File: src/rtl/clk_gate_pkg.sv
// Shared types and helpers for the multi-channel clock-gating controller.
package clk_gate_pkg;

    typedef enum logic [1:0] {CH_OFF, CH_WAKE, CH_ON, CH_DRAIN} ch_state_e;

    localparam int unsigned MIN_WAKE_LAT = 1;

    // Counter width able to hold 0..n-1, never narrower than one bit.
    function automatic int unsigned cnt_width(input int unsigned n);
        return (n > 1) ? $clog2(n) : 1;
    endfunction

endpackage

File: src/rtl/clk_gate_cell.sv
// Latch-based glitch-free clock gate; the park level of gclk is chosen by parameter.
module clk_gate_cell #(
    parameter bit CLK_LO_WHEN_DISABLED = 1'b1
) (
    input  logic clk,
    input  logic en,
    output logic gclk
);

    logic en_lat;

    generate
        if (CLK_LO_WHEN_DISABLED) begin : g_park_lo
            // Latch closed while clk is high, so en changes after posedge cannot glitch.
            always_latch begin
                if (!clk) en_lat = en;
            end
            assign gclk = clk & en_lat;
        end else begin : g_park_hi
            always_latch begin
                if (clk) en_lat = en;
            end
            assign gclk = clk | ~en_lat;
        end
    endgenerate

endmodule

File: src/rtl/clk_gate_ctrl.sv
// Multi-channel clock-gating controller: idle shutdown, wake-up with settle time,
// and a one-pulse-per-request wake acknowledge.
module clk_gate_ctrl
    import clk_gate_pkg::*;
#(
    parameter int unsigned NR_CH                = 4,
    parameter int unsigned IDLE_W               = 8,
    parameter int unsigned WAKE_LAT             = 2,
    parameter bit          CLK_LO_WHEN_DISABLED = 1'b1
) (
    input  logic              clk,
    input  logic              rst,
    input  logic              scan_enable,
    input  logic [IDLE_W-1:0] idle_limit,
    input  logic [NR_CH-1:0]  busy,
    input  logic [NR_CH-1:0]  force_on,
    input  logic [NR_CH-1:0]  wake_req,
    output logic [NR_CH-1:0]  wake_ack,
    output logic [NR_CH-1:0]  ch_on,
    output logic [NR_CH-1:0]  gclk
);

    localparam int unsigned WAKE_CYC = (WAKE_LAT < MIN_WAKE_LAT) ? MIN_WAKE_LAT : WAKE_LAT;
    localparam int unsigned WAKE_W   = cnt_width(WAKE_CYC);
    localparam logic [WAKE_W-1:0] WAKE_LAST = WAKE_W'(WAKE_CYC - 1);

    logic limit_zero;
    assign limit_zero = (idle_limit == '0);

    generate
        for (genvar i = 0; i < NR_CH; i++) begin : g_ch
            ch_state_e         state_q, state_d;
            logic [IDLE_W-1:0] idle_cnt_q, idle_cnt_d;
            logic [WAKE_W-1:0] wake_cnt_q, wake_cnt_d;
            logic              en_q;
            logic              ack_q, ack_d;
            logic              req_done_q, req_done_d;
            logic              active;
            logic [IDLE_W:0]   idle_inc;
            logic [IDLE_W-1:0] idle_sat;
            logic              limit_hit;
            logic              ch_on_w;
            logic              gate_en;

            assign active    = busy[i] | force_on[i] | wake_req[i];
            assign idle_inc  = {1'b0, idle_cnt_q} + (IDLE_W + 1)'(1);
            assign idle_sat  = idle_inc[IDLE_W] ? idle_cnt_q : idle_inc[IDLE_W-1:0];
            // Compare at IDLE_W+1 bits so a saturated count still reaches any limit.
            assign limit_hit = !limit_zero && (idle_inc >= {1'b0, idle_limit});

            always_ff @(posedge clk or posedge rst) begin
                if (rst) begin
                    state_q    <= CH_ON;
                    idle_cnt_q <= '0;
                    wake_cnt_q <= '0;
                    en_q       <= 1'b1;
                    ack_q      <= 1'b0;
                    req_done_q <= 1'b0;
                end else begin
                    state_q    <= state_d;
                    idle_cnt_q <= idle_cnt_d;
                    wake_cnt_q <= wake_cnt_d;
                    en_q       <= (state_d != CH_OFF);
                    ack_q      <= ack_d;
                    req_done_q <= req_done_d;
                end
            end

            always_comb begin
                state_d    = state_q;
                idle_cnt_d = idle_cnt_q;
                wake_cnt_d = wake_cnt_q;
                unique case (state_q)
                    CH_ON: begin
                        if (active) begin
                            idle_cnt_d = '0;
                        end else begin
                            idle_cnt_d = idle_sat;
                            if (limit_hit) state_d = CH_DRAIN;
                        end
                    end
                    CH_DRAIN: begin
                        if (active) begin
                            state_d    = CH_ON;
                            idle_cnt_d = '0;
                        end else begin
                            state_d = CH_OFF;
                        end
                    end
                    CH_OFF: begin
                        if (active) begin
                            state_d    = CH_WAKE;
                            wake_cnt_d = '0;
                        end
                    end
                    CH_WAKE: begin
                        wake_cnt_d = wake_cnt_q + WAKE_W'(1);
                        if (wake_cnt_q == WAKE_LAST) begin
                            state_d    = CH_ON;
                            idle_cnt_d = '0;
                        end
                    end
                    default: state_d = CH_ON;
                endcase
                // One ack per request level: blocked by the previous ack and by req_done.
                ack_d      = (state_d == CH_ON) & wake_req[i] & ~req_done_q & ~ack_q;
                req_done_d = wake_req[i] & (req_done_q | ack_d);
            end

            always_comb begin
                ch_on_w = (state_q != CH_OFF);
            end

            assign ch_on[i]    = ch_on_w;
            assign wake_ack[i] = ack_q;
            assign gate_en     = en_q | scan_enable;

            clk_gate_cell #(
                .CLK_LO_WHEN_DISABLED(CLK_LO_WHEN_DISABLED)
            ) u_cell (
                .clk  (clk),
                .en   (gate_en),
                .gclk (gclk[i])
            );
        end
    endgenerate

endmodule

File: config.mk
export PLATFORM = sky130hd
export DESIGN_NAME = clk_gate_ctrl
export DESIGN_NICKNAME = d
export VERILOG_FILES = /design/src/rtl/clk_gate_pkg.sv /design/src/rtl/clk_gate_cell.sv /design/src/rtl/clk_gate_ctrl.sv
export SDC_FILE = /design/constraint.sdc
export NUM_CORES = 1
export LEC_CHECK = 0
export CAP_MARGIN = 20
export CORE_MARGIN = 5
export CORE_UTILIZATION = 45
export DETAILED_ROUTE_END_ITERATION = 6
export GPL_TIMING_DRIVEN = 1
export HOLD_SLACK_MARGIN = 0.03
export SYNTH_ARGS = -nofsm -noshare
export SYNTH_HDL_FRONTEND = slang
export SYNTH_SLANG_ARGS = --single-unit
File: constraint.sdc
create_clock -name clk -period 2.96 [get_ports clk]
set_clock_uncertainty 0.1 [all_clocks]
set_input_delay 0.592 -clock clk [delete_from_list [all_inputs] [get_ports clk]]
set_output_delay 0.592 -clock clk [all_outputs]
set_load 0.1 [all_outputs]
==> run summary <==
First-pass DRT Iterations = 4
Clock share of power = 50.1%
Vias = 3114
Port-buffer cells = 34
Global-route wire length before repair = 14500 um
Compound-Gate Fraction of Synth Area = 18.0%
GR Overflow Total = 0
Sw frac = 42.0%
ANT cells = 0
Most common cell after layout, fill and taps aside = dfrtp_1
Tightest Pin Transition = 0.438 ns
Vert. Die Dim = 104 um
Gate Count Post-Synth = 410
Initial antenna violation count = 0
Met1 Usage GRT = 21.2%
Crit path arrival time = 2.63 ns
Area of the core = 0.00864 mm2
Num ports = 35
Largest net degree at the start of global routing = 57
Max_cap viols = 0
Gr usage total = 16.6%
Die area = 0.0108 mm2
Clock-pin slew on the worst setup and hold paths = 0.07 ns
YS warnings = 0
Seq pwr share = 29.9%
Vias in the first global route = 3035
Vias/cell = 5.54
Worst-Skew Late Latency = 0.45 ns
Power Density = 736 mW/mm2
Ys async rst share = 93.3%
Comb pwr share = 20.0%
# Post-CTS Setup Buffers = 0
Main flop type after synthesis = dfrtp_1
CP Launch Type = latch
Crit end category = output port
Layout Utilization = 54.2%
Initial Util = 45.9%
Met3 Track Usage GR = 6.72%
Setup violators final = 8
Dpl ws = -0.816 ns
P_sw = 0.00145 W
Max-slew violation count = 0
Initial drt markers = 96
Netlist cell types = 66
Adder-cell share of the synthesized area = 11.4%
Die X = 104 um
RSZ-0062 raised after global routing = true
Leak pwr = 2.17 nW
Status = finished with violations
Non-Filler Instances = 562
Tot Pwr = 0.00345 W
Routed wire per std cell = 15.1 um
Post-Synth XOR/XNOR Area = 4.20%
Gr busiest metal = met2
Share of layout cells above drive strength 1 = 17.4%
Rows = 34
Simple-Gate Fraction of Synth Area = 22.0%
Violated checks = setup timing
DP Wirelength = 6230 um
Post-synth EDFFs = 0
Fillers = 801
DRT antenna net count = 0
Setup ws final = -0.366 ns
RD Place Congestion = 0.817
Max FO, Critical Path = 1
Number of remaining DRC errors = 0
Syn Area/Cell = 9.66 um2
Crit path required time = 2.27 ns
#FFs+latches synth = 60
Critical setup path kind = latch2out
Wirelength, routed = 8490 um
Hold Fails Final Rpt = 0
Post-Syn Area = 0.00396 mm2
Main combinational cell family by area after synthesis = simple AND/OR/NAND/NOR gates
# nets final = 507
Reg-to-reg slack, setup = 0.34 ns
CTS tree = built
Normalized max-slew margin = 70.6%
Peak supply drop = 0.000668 V
Hold Path Class = reg2reg
Internal Power = 0.00200 W
Met2 usage = 25.2%
Post-Place Cells = 541
Mux share of post-synthesis cell area = 2.05%
Leading cell types in the layout, fill and taps excluded = 48 x dfrtp_1, 36 x ha_1, 30 x nand2_1
Area growth syn-to-layout = 18.2%
Post-synthesis net count = 469
kinds of logic (layout without fill, tap and decap cells):
| group | count (synthesis) | count (layout) |
|---|---|---|
| flops | 56 | 56 |
| xor+xnor | 19 | 19 |
| buf+inv | 41 | 85 |
| compound gates | 98 | 98 |
| fa+ha+maj | 36 | 36 |
| latches | 4 | 4 |
| mux | 8 | 8 |
| simple gates | 148 | 148 |
critical path, stage by stage (launching register included):
cell	delay [ns]
dlxtn_2	0.40
and2_4	0.14
buf_12	0.16
synth_stat cells (6+ instances only):
| master | n | share of area [%] |
|---|---|---|
| nand4_1 | 6 | 0.95 |
| inv_1 | 23 | 2.2 |
| a31oi_1 | 8 | 1.3 |
| and3_1 | 8 | 1.3 |
| and2_1 | 8 | 1.3 |
| dfstp_2 | 8 | 5.3 |
| a21oi_1 | 22 | 2.8 |
| mux2i_1 | 7 | 1.8 |
| nand3_1 | 19 | 2.4 |
| ha_1 | 36 | 11 |
| dfrtp_1 | 48 | 30 |
| nand2_1 | 30 | 2.8 |
| nor3_1 | 9 | 1.1 |
| nor2b_1 | 8 | 1.3 |
| o21ai_0 | 11 | 1.4 |
| a21o_1 | 8 | 1.5 |
| buf_4 | 12 | 2.3 |
| or2_2 | 11 | 1.7 |
| nand2b_1 | 10 | 1.6 |
| nor2_1 | 11 | 1.0 |
| xnor2_1 | 14 | 3.1 |
metal layers:
metal  part of all wire [%]  wire [um]  up-vias
li1                       -          -     1575
met3                    6.1        522       15
met5                      0          0        -
met2                     46       3910       62
met4                    1.3        112        0
met1                     46       3950     1462
state kept, by name (all words and copies together), names as in the netlist:
name,cells
g_ch.ack_q,4
g_ch.en_q,4
g_ch.idle_cnt_q,32
g_ch.req_done_q,4
g_ch.state_q,8
g_ch.u_cell.en_lat,4
g_ch.wake_cnt_q,4
power by group through the flow:
| stage | clock (W) | sequential (W) | combinational, W |
|---|---|---|---|
| 6_report | 0.00173 | 0.00103 | 0.000689 |
| 5_1_grt | 0.00183 | 0.00105 | 0.000749 |
| 4_1_cts | 0.00176 | 0.00103 | 0.000699 |
| 3_5_place_dp | 0.000559 | 0.00104 | 0.000696 |
| 3_3_place_gp | 0.000559 | 0.00104 | 0.000689 |
| 2_1_floorplan | 0.000540 | 0.00101 | 0.000585 |
layout make-up:
class | instances | area (um2) | area share (%)
clock buffers | 19 | 288 | 6.15
clock inverters | 6 | 70.1 | 1.50
inverters | 25 | 93.8 | 2.00
multi-input cells | 309 | 2290 | 49.0
flip-flops and latches | 60 | 1470 | 31.5
well taps | 108 | 135 | 2.89
repair buffers | 35 | 330 | 7.06
stage by stage:
stage / instance area (um2) / hold WS (ns) / setup TNS (ns)
after global routing: 4680 / 0.366 / -1.62
after global placement: 4350 / 0.329 / -3.19
final: 4680 / 0.347 / -1.43
after CTS: 4680 / 0.351 / -1.50
after detailed placement: 4350 / 0.340 / -3.23
after floorplan: 3960 / 0.322 / 0
final timing paths:
check | from | to | cells past startpoint
max | g_ch[3].u_cell.en_lat | gclk[3] | 2
min | g_ch[0].req_done_q | g_ch[0].ack_q | 1
max reg2reg | g_ch[2].idle_cnt_q[0] | g_ch[2].state_q[0] | 8
min reg2reg | g_ch[0].req_done_q | g_ch[0].ack_q | 1
max in group asynchronous | rst | g_ch[2].state_q[1] | 3
min in group asynchronous | rst | g_ch[3].idle_cnt_q[4] | 3
timing repair:
| item | in CTS | in global routing |
|---|---|---|
| pin swaps | 3 | 0 |
| endpoints found under the hold margin | 0 | 0 |
| endpoints found under the setup margin | 8 | 8 |
| hold buffers | 0 | 0 |
| gates resized for setup | 41 | 0 |
Note: power is estimated with default switching activity, not from simulation.
